[config.mk]
export PLATFORM = sky130hd
export DESIGN_NAME = shift_out_gen_flat
export DESIGN_NICKNAME = d
export VERILOG_FILES = /design/src/rtl/shift_out_pkg.sv /design/src/rtl/shift_out_gen_if.sv /design/src/rtl/rise_detect.sv /design/src/rtl/shift_out_gen.sv /design/src/flat_wrapper.sv
export SDC_FILE = /design/constraint.sdc
export NUM_CORES = 1
export LEC_CHECK = 0
export ABC_AREA = 1
export CAP_MARGIN = 20
export CORE_ASPECT_RATIO = 0.9
export CORE_MARGIN = 2
export CORE_UTILIZATION = 50
export CTS_CLUSTER_DIAMETER = 80
export DETAILED_ROUTE_END_ITERATION = 12
export PLACE_DENSITY = 0.77
export SETUP_SLACK_MARGIN = 0.4
export SYNTH_ARGS = -nofsm -noshare
export SYNTH_HDL_FRONTEND = slang
export SYNTH_SLANG_ARGS = --single-unit
[constraint.sdc]
create_clock -name clk -period 1.7 [get_ports clk]
set_clock_uncertainty 0.05 [all_clocks]
set_input_delay 0.425 -clock clk [delete_from_list [all_inputs] [get_ports clk]]
set_output_delay 0.425 -clock clk [all_outputs]
set_load 0.02 [all_outputs]
[src/rtl/shift_out_pkg.sv]
// Shared definitions for the shift_out_gen serialiser.
package shift_out_pkg;

  typedef enum logic [1:0] {
    StIdle  = 2'b00,
    StShift = 2'b01,
    StDone  = 2'b10
  } state_e;

endpackage

[src/rtl/shift_out_gen_if.sv]
// Parallel-in / serial-out bus bundle for shift_out_gen.
interface shift_out_gen_if #(
  parameter int unsigned WIDTH = 24
);
  logic [WIDTH-1:0] z_parallel;
  logic             sz;
  logic             z_out;
  logic             fz;
  logic             ready;
  logic             done;

  modport master (
    output z_parallel, sz,
    input  z_out, fz, ready, done
  );

  modport slave (
    input  z_parallel, sz,
    output z_out, fz, ready, done
  );
endinterface

[src/rtl/rise_detect.sv]
// Registered rising-edge detector; the history flop resets high so a level already
// high at reset release is not seen as an edge.
module rise_detect (
  input  logic clk,
  input  logic reset,
  input  logic in,
  output logic in_q,
  output logic rise
);

  always_ff @(posedge clk or negedge reset) begin
    if (!reset) begin
      in_q <= 1'b1;
    end else begin
      in_q <= in;
    end
  end

  assign rise = in & ~in_q;

endmodule

[src/rtl/shift_out_gen.sv]
// Serialises a WIDTH-bit word on a start edge; every output is driven straight from a flop.
module shift_out_gen
  import shift_out_pkg::*;
#(
  parameter int unsigned WIDTH     = 24,
  parameter bit          MSB_FIRST = 1'b0
) (
  input logic            clk,
  input logic            reset,
  shift_out_gen_if.slave bus
);

  localparam int unsigned     CntW     = $clog2(WIDTH);
  localparam logic [CntW-1:0] CntLast  = CntW'(WIDTH - 1);
  localparam int unsigned     FirstIdx = MSB_FIRST ? WIDTH - 1 : 0;
  localparam int unsigned     NextIdx  = MSB_FIRST ? WIDTH - 2 : 1;

  state_e           state_q, state_d;
  logic [WIDTH-1:0] shreg_q, shreg_d;
  logic [CntW-1:0]  cnt_q, cnt_d;
  logic             z_out_q, z_out_d;
  logic             fz_q, fz_d;
  logic             ready_q, ready_d;
  logic             done_q, done_d;
  logic             start;
  logic             unused_sz_q;

  rise_detect u_rise_detect (
    .clk   (clk),
    .reset (reset),
    .in    (bus.sz),
    .in_q  (unused_sz_q),
    .rise  (start)
  );

  always_ff @(posedge clk or negedge reset) begin
    if (!reset) begin
      state_q <= StIdle;
    end else begin
      state_q <= state_d;
    end
  end

  always_comb begin
    state_d = state_q;
    unique case (state_q)
      StIdle:  if (start) state_d = StShift;
      StShift: if (cnt_q == CntLast) state_d = StDone;
      StDone:  state_d = StIdle;
      default: state_d = StIdle;
    endcase
  end

  // Next values of the output flops; z_out_d always looks one bit ahead of z_out_q.
  always_comb begin
    shreg_d = shreg_q;
    cnt_d   = cnt_q;
    z_out_d = 1'b0;
    fz_d    = 1'b0;
    ready_d = 1'b0;
    done_d  = 1'b0;
    unique case (state_q)
      StIdle: begin
        if (start) begin
          shreg_d = bus.z_parallel;
          cnt_d   = '0;
          z_out_d = bus.z_parallel[FirstIdx];
          fz_d    = 1'b1;
        end else begin
          ready_d = 1'b1;
        end
      end
      StShift: begin
        if (cnt_q == CntLast) begin
          done_d = 1'b1;
        end else begin
          shreg_d = MSB_FIRST ? (shreg_q << 1) : (shreg_q >> 1);
          cnt_d   = cnt_q + 1'b1;
          z_out_d = shreg_q[NextIdx];
          fz_d    = 1'b1;
        end
      end
      StDone:  ready_d = 1'b1;
      default: ready_d = 1'b1;
    endcase
  end

  always_ff @(posedge clk or negedge reset) begin
    if (!reset) begin
      shreg_q <= '0;
      cnt_q   <= '0;
      z_out_q <= 1'b0;
      fz_q    <= 1'b0;
      ready_q <= 1'b1;
      done_q  <= 1'b0;
    end else begin
      shreg_q <= shreg_d;
      cnt_q   <= cnt_d;
      z_out_q <= z_out_d;
      fz_q    <= fz_d;
      ready_q <= ready_d;
      done_q  <= done_d;
    end
  end

  assign bus.z_out = z_out_q;
  assign bus.fz    = fz_q;
  assign bus.ready = ready_q;
  assign bus.done  = done_q;

endmodule

[src/flat_wrapper.sv]
// flat-port wrapper written by rule: the top's interface ports become plain ports
module shift_out_gen_flat import shift_out_pkg::*;
#(
  parameter int unsigned WIDTH     = 24,
  parameter bit          MSB_FIRST = 1'b0
)
  (clk, reset, bus_z_parallel, bus_sz, bus_z_out, bus_fz, bus_ready, bus_done);
  shift_out_gen_if #(.WIDTH(WIDTH)) bus_i ();
  input logic clk;
  input logic reset;
  input wire logic [$bits(bus_i.z_parallel)-1:0] bus_z_parallel;
  input wire logic [$bits(bus_i.sz)-1:0] bus_sz;
  output wire logic [$bits(bus_i.z_out)-1:0] bus_z_out;
  output wire logic [$bits(bus_i.fz)-1:0] bus_fz;
  output wire logic [$bits(bus_i.ready)-1:0] bus_ready;
  output wire logic [$bits(bus_i.done)-1:0] bus_done;
  assign bus_i.z_parallel = bus_z_parallel;
  assign bus_i.sz = bus_sz;
  assign bus_z_out = bus_i.z_out;
  assign bus_fz = bus_i.fz;
  assign bus_ready = bus_i.ready;
  assign bus_done = bus_i.done;
  shift_out_gen #(.WIDTH(WIDTH), .MSB_FIRST(MSB_FIRST)) u_core (.clk(clk), .reset(reset), .bus(bus_i));
endmodule
Yosys cells after proc, flatten, opt, wreduce, memory -nomap -nowiden
Cells that the tools add are included.
Widths: inputs -> output; s select.
{ "totals": {"regBits": 36, "inputBits": 27, "elab_cells": 39, "out_inout_bits": 4} }
{ "classes": {"add_sub_neg": 1, "bitwise": 2, "eq_ne": 5, "n_reduce_logical": 4, "mux": 19} }
{ "op_table": {"columns": ["operator", "count"], "rows": [
  ["$mux 24", 2],
  ["$pmux 24 s2", 1],
  ["$mux 5", 2],
  ["$pmux 5 s2", 1],
  ["$mux 1", 7],
  ["$pmux 1 s2", 3],
  ["$add 5x1->5 const B", 1],
  ["$eq 5x5->1 const B", 1],
  ["$mux 2", 2],
  ["$ne 2x1->1 const B", 2],
  ["$pmux 2 s2", 1],
  ["$reduce_and 3->1", 1],
  ["$eq 2x1->1 const B", 1],
  ["$logic_not 2->1", 1],
  ["$ne 2x2->1 const B", 1],
  ["$reduce_and 2->1", 1],
  ["$reduce_bool 2->1", 1],
  ["$and 1x1->1", 1],
  ["$not 1->1", 1]
]} }

Logic depth before layout (Yosys ltp)
Gate-level depths: netlist of the first run.
{ "logic_depth": {"ltp_word": 4, "depth_mapped": 9, "mapped_depth_nobuf": 8} }

Cells and area by module
From an unflattened synthesis of the first run, not the netlist that was laid out.
{ "hier_totals": {"hier_cells": 230, "area_unflattened_um2": 1746.7} }
{ "by_module_without_submodules": {"columns": ["mod", "instances", "seq_area_each_um2", "area_per_inst_um2", "cells_each"], "rows": [
  ["shift_out_gen", 1, 852.1, 1710.4, 227],
  ["rise_detect", 1, 26.3, 36.3, 3]
]} }

Worst setup path before layout of the first run
No wires, ideal clock.
{ "synth_path": {"kind": "flip-flop to flip-flop", "startpoint": "register u_core.cnt_q[0]", "endpoint": "register u_core.shreg_q[10]", "t_arrival_ns": 1.152, "period_less_slack_ns": 1.318, "slack_ns": 0.382, "t_required_ns": 1.534, "n_path_buf": 1, "setup_time_ns": 0.116, "stages_incl_launch_ff": 9, "path_cell_list": "dfrtp_1 -> ha_1 -> nand2_1 -> inv_2 -> nand2_2 -> nand2_4 -> buf_4 -> nand3_1 -> nand2_1"} }
{ "synth_between": {"elab_chain_cells": 3} }
{ "synth_lines": {"columns": ["element", "line_no", "text"], "rows": [
  ["from (decl)", "shift_out_gen.sv:20", "logic [CntW-1:0] cnt_q, cnt_d;"],
  ["from (signal assigned)", "shift_out_gen.sv:98", "cnt_q <= cnt_d;"],
  ["$eq 5x5->1", "shift_out_gen.sv:74", "if (cnt_q == CntLast) begin"],
  ["$ne 2x2->1 (no line)", null, null],
  ["$reduce_and 3->1 (no line)", null, null],
  ["to (signal assigned)", "shift_out_gen.sv:97", "shreg_q <= shreg_d;"],
  ["to (decl)", "shift_out_gen.sv:19", "logic [WIDTH-1:0] shreg_q, shreg_d;"]
]} }
Every way passes these cells.
A chain may end at the register's enable or synchronous reset.

Final worst setup path of the first run
{ "layout_path": {"startpoint": "register u_core.ready_q, in the netlist u_core.bus.ready", "endpoint": "output port bus_ready"} }
{ "layout_lines": {"columns": ["element", "line_no", "text"], "rows": [
  ["from (decl)", "shift_out_gen.sv:23", "logic ready_q, ready_d;"],
  ["from (signal assigned)", "shift_out_gen.sv:101", "ready_q <= ready_d;"],
  ["to (decl)", "flat_wrapper.sv:15", "output wire logic [$bits(bus_i.ready)-1:0] bus_ready;"]
]} }
No word-level cell between the ends.

==> results.json, run 1 <==
{
  "grt_pass1_vias": 1640,
  "num_antenna_cells": 0,
  "drt-pass1-iter-count": 4,
  "crit_type": "reg -> out",
  "globalRouteTotalUtil_pct": 26.78,
  "dieArea_sq_um": 3937,
  "drc": 0,
  "synth_area_sq_um": 1725,
  "yosysSeqAreaShare_pct": 50.91,
  "final_common_cell": "nand2_1",
  "numCtsBuffers": 5,
  "min_from": "bus_sz",
  "syn-num-nets": 259,
  "finalWirelength_um": 4617,
  "crit_required_ps": 1220,
  "worstPathArrival_ps": 930,
  "grt_max_degree": 36,
  "cts.hold.buffers_added": 0,
  "seqCellArea_sq_um": 878.3,
  "via_count": 1626,
  "final_cells": 321,
  "drt_iter0_markers": 88,
  "clkTransAtPathRegs_ps": 80,
  "powerDensity_nw_per_um2": 1762,
  "slew_headroom_pct": 80.71,
  "p_leak_nw": 1.305,
  "insertion_delay_ps": 290,
  "synth_cell_types": 15,
  "post-route-period-util_pct": 82.79,
  "dp_cells": 301,
  "ios": 31,
  "yosysWarnings": 0,
  "rr_startpoint": "u_core.cnt_q[0]",
  "avgSynthCellArea_sq_um": 7.469,
  "initial_utilization_pct": 51.84,
  "htree_levels": 2,
  "crit_path_start_kind": "flip-flop",
  "status": "finished clean",
  "cp_cell_sequence": "buf_6",
  "area_delta_synth_final_pct": 46.27,
  "cts_buffer_depth": 2,
  "clock-root-buffer": "clkbuf_8",
  "final_max_slew_viol_count": 0,
  "gr-total-overflow": 0,
  "cts_tree": "built",
  "worstRegToRegCells": 8,
  "postRouteAntennaNets": 0,
  "die_y_um": 59.73,
  "cap_violations": 0,
  "clock_sinks": 35,
  "fin_setup_tns_ps": 0,
  "multiInputGateArea_sq_um": 979.7,
  "nets": 304,
  "routed_via_density": 5.065,
  "place_congestion": 0.8178,
  "cp_top_family": "flip-flops",
  "ir_worst_vdd_uv": 942.8,
  "critPathBufInv": 1,
  "synthCells": 231,
  "min_path_type": "in -> reg",
  "worst_path_max_delay_cell": "dfstp_2",
  "setup_viol": 0,
  "fillers": 229,
  "ys_ff_latch": 35,
  "holdPathEnd": "u_core.u_rise_detect.in_q",
  "timing.fmax_ghz": 0.7105,
  "post_drt_wl_per_cell_um": 14.38,
  "final_cell_mix": "117 x nand2_1, 33 x dfrtp_1, 28 x nand3_2",
  "die_x_um": 65.92,
  "crit_start": "u_core.bus.ready",
  "hold_viol": 0,
  "ff2ff_setup_slack_ps": 320,
  "timing.final.crit_period_ps": 1407,
  "core_area_sq_um": 3328,
  "grt_pass1_wl_um": 7672,
  "row_count": 20,
  "port_buffers": 30,
  "min_path_cells": 1,
  "cp_max_fo": 1,
  "worst_pin_slew_ps": 286.4,
  "drive_above_1_share_pct": 30.32,
  "end_kind": "output pin",
  "rsz0062_at_grt": "yes",
  "critPathMaxStageDelay_ps": 530,
  "dp_hpwl_um": 2331,
  "antenna_found_initial": 0,
  "r2r_end": "u_core.cnt_q[2]"
}
==> report_power, final <==
group / switching (mW) / internal (mW)
Sequential: 0.253 / 1.19
Combinational: 1.42 / 0.993
Clock: 0.313 / 0.280
==> synthesized netlist by cell type <==
master	instances	share of area (%)
nand2_1	130	28
dfrtp_1	33	48
nand3_1	30	8.7
buf_2	7	2.0
inv_1	6	1.3
nor2_1	6	1.3
buf_6	3	2.0
inv_2	3	0.65
o21ai_0	3	0.87
buf_4	2	0.87
dfstp_2	2	3.0
nand2_2	2	0.73
nand2_4	2	1.3
ha_1	1	0.73
nand4_1	1	0.36
==> worst max-delay path by stage <==
stage,end,cells past startpoint
after floorplan,u_core.shreg_q[10],8
after global placement,u_core.shreg_q[15],7
after detailed placement,u_core.shreg_q[2],7
after CTS,bus_ready,1
after global routing,u_core.shreg_q[19],8
final,bus_ready,1
==> routing by layer <==
metal / GRT usage (%) / wire, um / vias to the layer above
met3: 8.098 / 263 / 8
met2: 46.32 / 2272 / 45
met4: 11.01 / 80 / 0
met1: 31.23 / 2000 / 763
li1: - / - / 810
met5: 0 / 0 / -
==> state kept, by name, indices dropped and copies added, names as in the netlist <==
signal / cells
u_core.bus.fz: 1
u_core.bus.z_out: 1
u_core.bus.done: 1
u_core.shreg_q: 23
u_core.state_q: 2
u_core.cnt_q: 5
u_core.u_rise_detect.in_q: 1
u_core.bus.ready: 1
==> per-stage QoR <==
stage | hold WS (ps) | instance area [sq um] | power [mW] | utilization [%] | worst slack [ps]
after global placement | 416.2 | 2072 | 2.975 | 62.26 | -12.78
after detailed placement | 414.4 | 2072 | 3.032 | 62.26 | -46.03
after floorplan | 79.41 | 1728 | 2.644 | - | 403.8
final | 338.4 | 2524 | 4.446 | 75.83 | 292.5
after global routing | 331.0 | 2524 | 4.778 | 75.83 | 260.9
after CTS | 321.7 | 2480 | 4.215 | 74.51 | 293.0
==> kinds of logic after synthesis <==
| kind of cell | after synthesis | share of synthesized area [%] |
|---|---|---|
| AO/OA/AOI/OAI | 3 | 0.8699 |
| adder cells (fa/ha/maj) | 1 | 0.7250 |
| buffers and inverters | 21 | 6.816 |
| flip-flops | 35 | 50.91 |
| AND/OR/NAND/NOR | 171 | 40.68 |
==> layout make-up <==
class	instances	share of cell area, %
Clock buffer	5	2.727
Clock inverter	3	0.5949
Inverter	9	1.636
Multi-Input combinational cell	177	38.82
Sequential cell	35	34.80
Tap cell	44	2.181
Timing Repair Buffer	48	19.24
==> repair_timing <==
| item | 4_1_cts | 5_1_grt |
|---|---|---|
| setup buffers | 8 | 0 |
| gates cloned | 4 | 0 |
| setup endpoints to repair | 34 | 32 |
| pin swaps | 33 | 9 |
| gates resized for setup | 72 | 15 |
Note: power is estimated with default switching activity, not from simulation.
==> inputs of run 2 (changes only) <==
==> constraint.sdc (replaced) <==
create_clock -name clk -period 1.3 [get_ports clk]
set_clock_uncertainty 0.05 [all_clocks]
set_input_delay 0.325 -clock clk [delete_from_list [all_inputs] [get_ports clk]]
set_output_delay 0.325 -clock clk [all_outputs]
set_load 0.02 [all_outputs]
==> results.json, run 2 (same netlist as run 1, synthesis figures left out) <==
{
  "finalWirelength_um": 4849,
  "ir_worst_vdd_uv": 1163,
  "worst_pin_slew_ps": 214.8,
  "largest_register": "u_core.shreg_q",
  "dp_hpwl_um": 2455,
  "post-route-period-util_pct": 110.9,
  "hold_viol": 0,
  "setup_viol": 31,
  "insertion_delay_ps": 290,
  "drive_above_1_share_pct": 28.98,
  "power.total_mw": 5.986,
  "num_antenna_cells": 0,
  "fillers": 234,
  "slew_headroom_pct": 85.63,
  "worstPathArrival_ps": 1620,
  "power.internal_mw": 3.370,
  "status": "complete, but fails checks",
  "die_x_um": 65.92,
  "dp_slack_ps": -336.0,
  "final_max_slew_viol_count": 0,
  "final_util_pct": 77.59,
  "postRouteAntennaNets": 0,
  "cap_violations": 0,
  "antenna_found_initial": 0,
  "gr-total-overflow": 0,
  "timing.fmax_ghz": 0.6935,
  "min_path_type": "in -> reg",
  "clock_power_share_pct": 12.9,
  "rsz0062_at_grt": "yes",
  "powerDensity_nw_per_um2": 2318,
  "p_leak_nw": 1.347,
  "cts.hold.buffers_added": 0,
  "swShare_pct": 43.71,
  "reg_top3": "u_core.shreg_q (23), u_core.cnt_q (5), u_core.state_q (2)",
  "grt_max_degree": 29,
  "final_cells": 327,
  "initial_utilization_pct": 51.84,
  "drc": 0,
  "final_cell_mix": "108 x nand2_1, 33 x dfrtp_1, 25 x clkdlybuf4s50_1",
  "worst_path_max_delay_cell": "dfrtp_1",
  "min_path_cells": 1,
  "cp_max_fo": 7,
  "htree_levels": 2,
  "timing.final.crit_period_ps": 1442,
  "crit_path_start_kind": "flip-flop",
  "ios": 31,
  "grt_pass1_vias": 1589,
  "clock_sinks": 35,
  "power.switching_mw": 2.617,
  "place_congestion": 0.7517,
  "crit_type": "reg -> reg",
  "worstRegToRegCells": 7,
  "cts_buffer_depth": 2,
  "nets": 310,
  "end_kind": "flip-flop",
  "seq_power_share_pct": 31.1,
  "worst_slack_ps": -142.0,
  "port_buffers": 30,
  "globalRouteTotalUtil_pct": 24.24,
  "cts_tree": "built",
  "dieArea_sq_um": 3937,
  "holdWs_ps": 134.2,
  "numCtsBuffers": 5,
  "drt-pass1-iter-count": 4,
  "post_drt_wl_per_cell_um": 14.83,
  "violations": "setup timing",
  "die_y_um": 59.73,
  "drt_iter0_markers": 146,
  "area_delta_synth_final_pct": 49.67,
  "critPathMaxStageDelay_ps": 410,
  "grt_pass1_wl_um": 7031,
  "cp_cell_sequence": "inv_1 > nor2_1 > nand2_4 > nand2_8 > buf_6 > nand3_1 > nand2_2",
  "core_area_sq_um": 3328,
  "via_count": 1705,
  "routed_via_density": 5.214,
  "clock-root-buffer": "clkbuf_8",
  "crit_required_ps": 1480,
  "p_comb_share_pct": 56.0,
  "clkTransAtPathRegs_ps": 70,
  "largest_register_ffs": 23,
  "final_common_cell": "nand2_1",
  "dp_cells": 309,
  "row_count": 20
}
## run 2: worst paths after layout
check,startpoint,to,slack (ps)
max,u_core.cnt_q[4],u_core.shreg_q[19],-140
min,bus_sz,u_core.u_rise_detect.in_q,130
max reg2reg,u_core.cnt_q[4],u_core.shreg_q[19],-140
min reg2reg,u_core.state_q[0],u_core.bus.ready,420
max in group asynchronous,reset,u_core.bus.ready,630
min in group asynchronous,reset,u_core.shreg_q[18],360
## run 2: final cells by class
type | count | area, sq um | share of cell area, %
multi-input combinational | 177 | 935.9 | 36.24
inverter | 9 | 41.29 | 1.599
tap | 44 | 55.05 | 2.132
sequential | 35 | 878.3 | 34.01
timing repair buffer | 54 | 586.8 | 22.72
clock buffer | 6 | 72.57 | 2.810
clock inverter | 2 | 12.51 | 0.4845
## run 2: metrics by stage
stage | TNS (ps) | cell area [sq um]
5_1_grt | -3055 | 2582
6_report | -1547 | 2582
3_5_place_dp | -9821 | 2167
3_3_place_gp | -8872 | 2167
2_1_floorplan | 0 | 1742
4_1_cts | -251.5 | 2441
## run 2: timing repair
action / CTS / global route
pin swaps: 1 / 12
resized for setup: 47 / 30
endpoints found under the setup margin: 37 / 38
gates cloned: 2 / 1
buffers inserted: 6 / 1
## run 2: power groups by stage
stage | registers [mW] | logic [mW] | clock network, mW
2_1_floorplan | 1.83 | 1.66 | 0
3_3_place_gp | 1.80 | 2.35 | 0
3_5_place_dp | 1.81 | 2.41 | 0
4_1_cts | 1.80 | 2.90 | 0.773
5_1_grt | 1.90 | 3.68 | 0.836
6_report | 1.86 | 3.35 | 0.769
## run 2: critical path: cells and delay by family, from the launching register on
| family | cells | cell delay, ps |
|---|---|---|
| DFF | 1 | 410 |
| buffers and inverters | 2 | 230 |
| and+or+nand+nor | 5 | 680 |
## run 2: routing by layer
layer | track usage [%] | wire [um] | up-vias
li1 | - | - | 821
met2 | 41.27 | 2552 | 63
met1 | 29.40 | 1846 | 809
met3 | 7.533 | 316 | 12
met5 | 0 | 0 | -
met4 | 8.333 | 133 | 0
==> inputs of run 3 (changes only) <==
--- a/config.mk
+++ b/config.mk
@@ -12,6 +12,7 @@
 export CORE_UTILIZATION = 50
 export CTS_CLUSTER_DIAMETER = 80
 export DETAILED_ROUTE_END_ITERATION = 12
+export MAX_ROUTING_LAYER = met4
 export PLACE_DENSITY = 0.77
 export SETUP_SLACK_MARGIN = 0.4
 export SYNTH_ARGS = -nofsm -noshare
==> results.json, run 3 (same netlist as run 1, synthesis figures left out) <==
{
  "cap_violations": 0,
  "final_util_pct": 77.59,
  "finalWirelength_um": 4602,
  "timing.fmax_ghz": 0.6972,
  "drc": 0,
  "p_comb_share_pct": 55.8,
  "clock-root-buffer": "clkbuf_8",
  "final_cell_mix": "108 x nand2_1, 33 x dfrtp_1, 25 x clkdlybuf4s50_1",
  "largest_register": "u_core.shreg_q",
  "violations": "setup timing",
  "area_delta_synth_final_pct": 49.67,
  "place_area_sq_um": 2167,
  "drt-pass1-iter-count": 4,
  "power.total_mw": 5.951,
  "cts_buffer_depth": 2,
  "postRouteAntennaNets": 0,
  "min_path_type": "in -> reg",
  "grt_pass1_vias": 1594,
  "post_drt_wl_per_cell_um": 14.07,
  "cts.hold.buffers_added": 0,
  "core_area_sq_um": 3328,
  "worst_path_max_delay_cell": "dfrtp_1",
  "drive_above_1_share_pct": 28.98,
  "critPathMostFrequentCell": "nand2_2",
  "htree_levels": 2,
  "clock_sinks": 35,
  "routed_via_density": 5.147,
  "rsz0062_at_grt": "yes",
  "swShare_pct": 43.38,
  "status": "complete, but fails checks",
  "worstPathArrival_ps": 1560,
  "final_max_slew_viol_count": 0,
  "cp_cell_sequence": "ha_2 > nand2_2 > inv_2 > nand2_4 > nand2_8 > buf_6 > nand3_1 > nand2_2",
  "worst_slack_ps": -134.3,
  "grt_pass1_wl_um": 7031,
  "globalRouteTotalUtil_pct": 24.94,
  "via_count": 1683,
  "cp_max_fo": 7,
  "dp_slack_ps": -336.0,
  "die_y_um": 59.73,
  "final_common_cell": "nand2_1",
  "antenna_found_initial": 0,
  "holdWs_ps": 141.3,
  "ios": 31,
  "row_count": 20,
  "powerDensity_nw_per_um2": 2304,
  "clock_power_share_pct": 12.9,
  "crit_path_start_kind": "flip-flop",
  "port_buffers": 30,
  "timing.final.crit_period_ps": 1434,
  "hold_viol": 0,
  "p_leak_nw": 1.346,
  "post-route-period-util_pct": 110.3,
  "end_kind": "flip-flop",
  "reg_top3": "u_core.shreg_q (23), u_core.cnt_q (5), u_core.state_q (2)",
  "ff2ff_setup_slack_ps": -130,
  "seq_power_share_pct": 31.3,
  "setup_viol": 32,
  "numCtsBuffers": 5,
  "met1_usage_pct": 29.53,
  "grt_max_degree": 29,
  "drt_iter0_markers": 130,
  "place_congestion": 0.7613,
  "met2_usage_pct": 41.41,
  "gr-total-overflow": 0,
  "slew_headroom_pct": 85.84,
  "critPathMaxStageDelay_ps": 380,
  "fin_area_sq_um": 2582,
  "power.internal_mw": 3.370,
  "die_x_um": 65.92,
  "clkTransAtPathRegs_ps": 70,
  "insertion_delay_ps": 290,
  "cts_tree": "built",
  "num_antenna_cells": 0,
  "nets": 310,
  "crit_required_ps": 1430,
  "busiest_layer": "met2",
  "dp_hpwl_um": 2455,
  "power.switching_mw": 2.581,
  "worst_pin_slew_ps": 211.6,
  "use_met3_pct": 5.273,
  "final_cells": 327,
  "ir_worst_vdd_uv": 1166,
  "initial_utilization_pct": 51.84,
  "crit_type": "reg -> reg",
  "fin_setup_tns_ps": -1135,
  "dp_cells": 309,
  "largest_register_ffs": 23,
  "dieArea_sq_um": 3937
}
==> run 3: cell counts in the layout (fill, tap and decap cells not counted) <==
Identical to the previous run, type by type.
==> run 3: critical path: cells and delay by family (launching register included) <==
| family | cells | cell delay, ps |
|---|---|---|
| adder cells (fa/ha/maj) | 1 | 190 |
| buffers and inverters | 2 | 210 |
| flip-flops | 1 | 380 |
| AND/OR/NAND/NOR | 5 | 490 |
==> run 3: repair_timing <==
action,4_1_cts,5_1_grt
endpoints found under the setup margin,37,38
pin swaps,1,13
resized for setup,47,30
setup buffers,6,1
cloned,2,1
==> run 3: routing by layer <==
metal	wire (um)	share of wire, %
met1	1947	42
met2	2289	50
met3	211	4.6
met4	154	3.3
met5	0	0
==> run 3: area by class of cell <==
cell class	count	area, sq um
flip-flops and latches	35	878.3
inverters	9	41.29
fillers	238	745.7
clock buffers	6	72.57
well taps	44	55.05
repair buffers	54	586.8
multi-input cells	177	935.9
clock inverters	2	12.51
==> run 3: power by group through the flow <==
stage	clock, mW	sequential, mW	combinational, mW
detailed placement	0	1.81	2.41
CTS	0.773	1.80	2.90
floorplan	0	1.83	1.66
finish	0.767	1.86	3.32
global route	0.830	1.91	3.66
global placement	0	1.80	2.35
==> run 3: worst paths after layout <==
check,startpoint,endpoint,cells past startpoint
min in group asynchronous,reset,u_core.shreg_q[18],2
hold / removal,bus_sz,u_core.u_rise_detect.in_q,1
max in group asynchronous,reset,u_core.u_rise_detect.in_q,2
setup reg to reg,u_core.cnt_q[0],u_core.shreg_q[19],8
hold reg to reg,u_core.state_q[0],u_core.bus.ready,1
setup / recovery,u_core.cnt_q[0],u_core.shreg_q[19],8
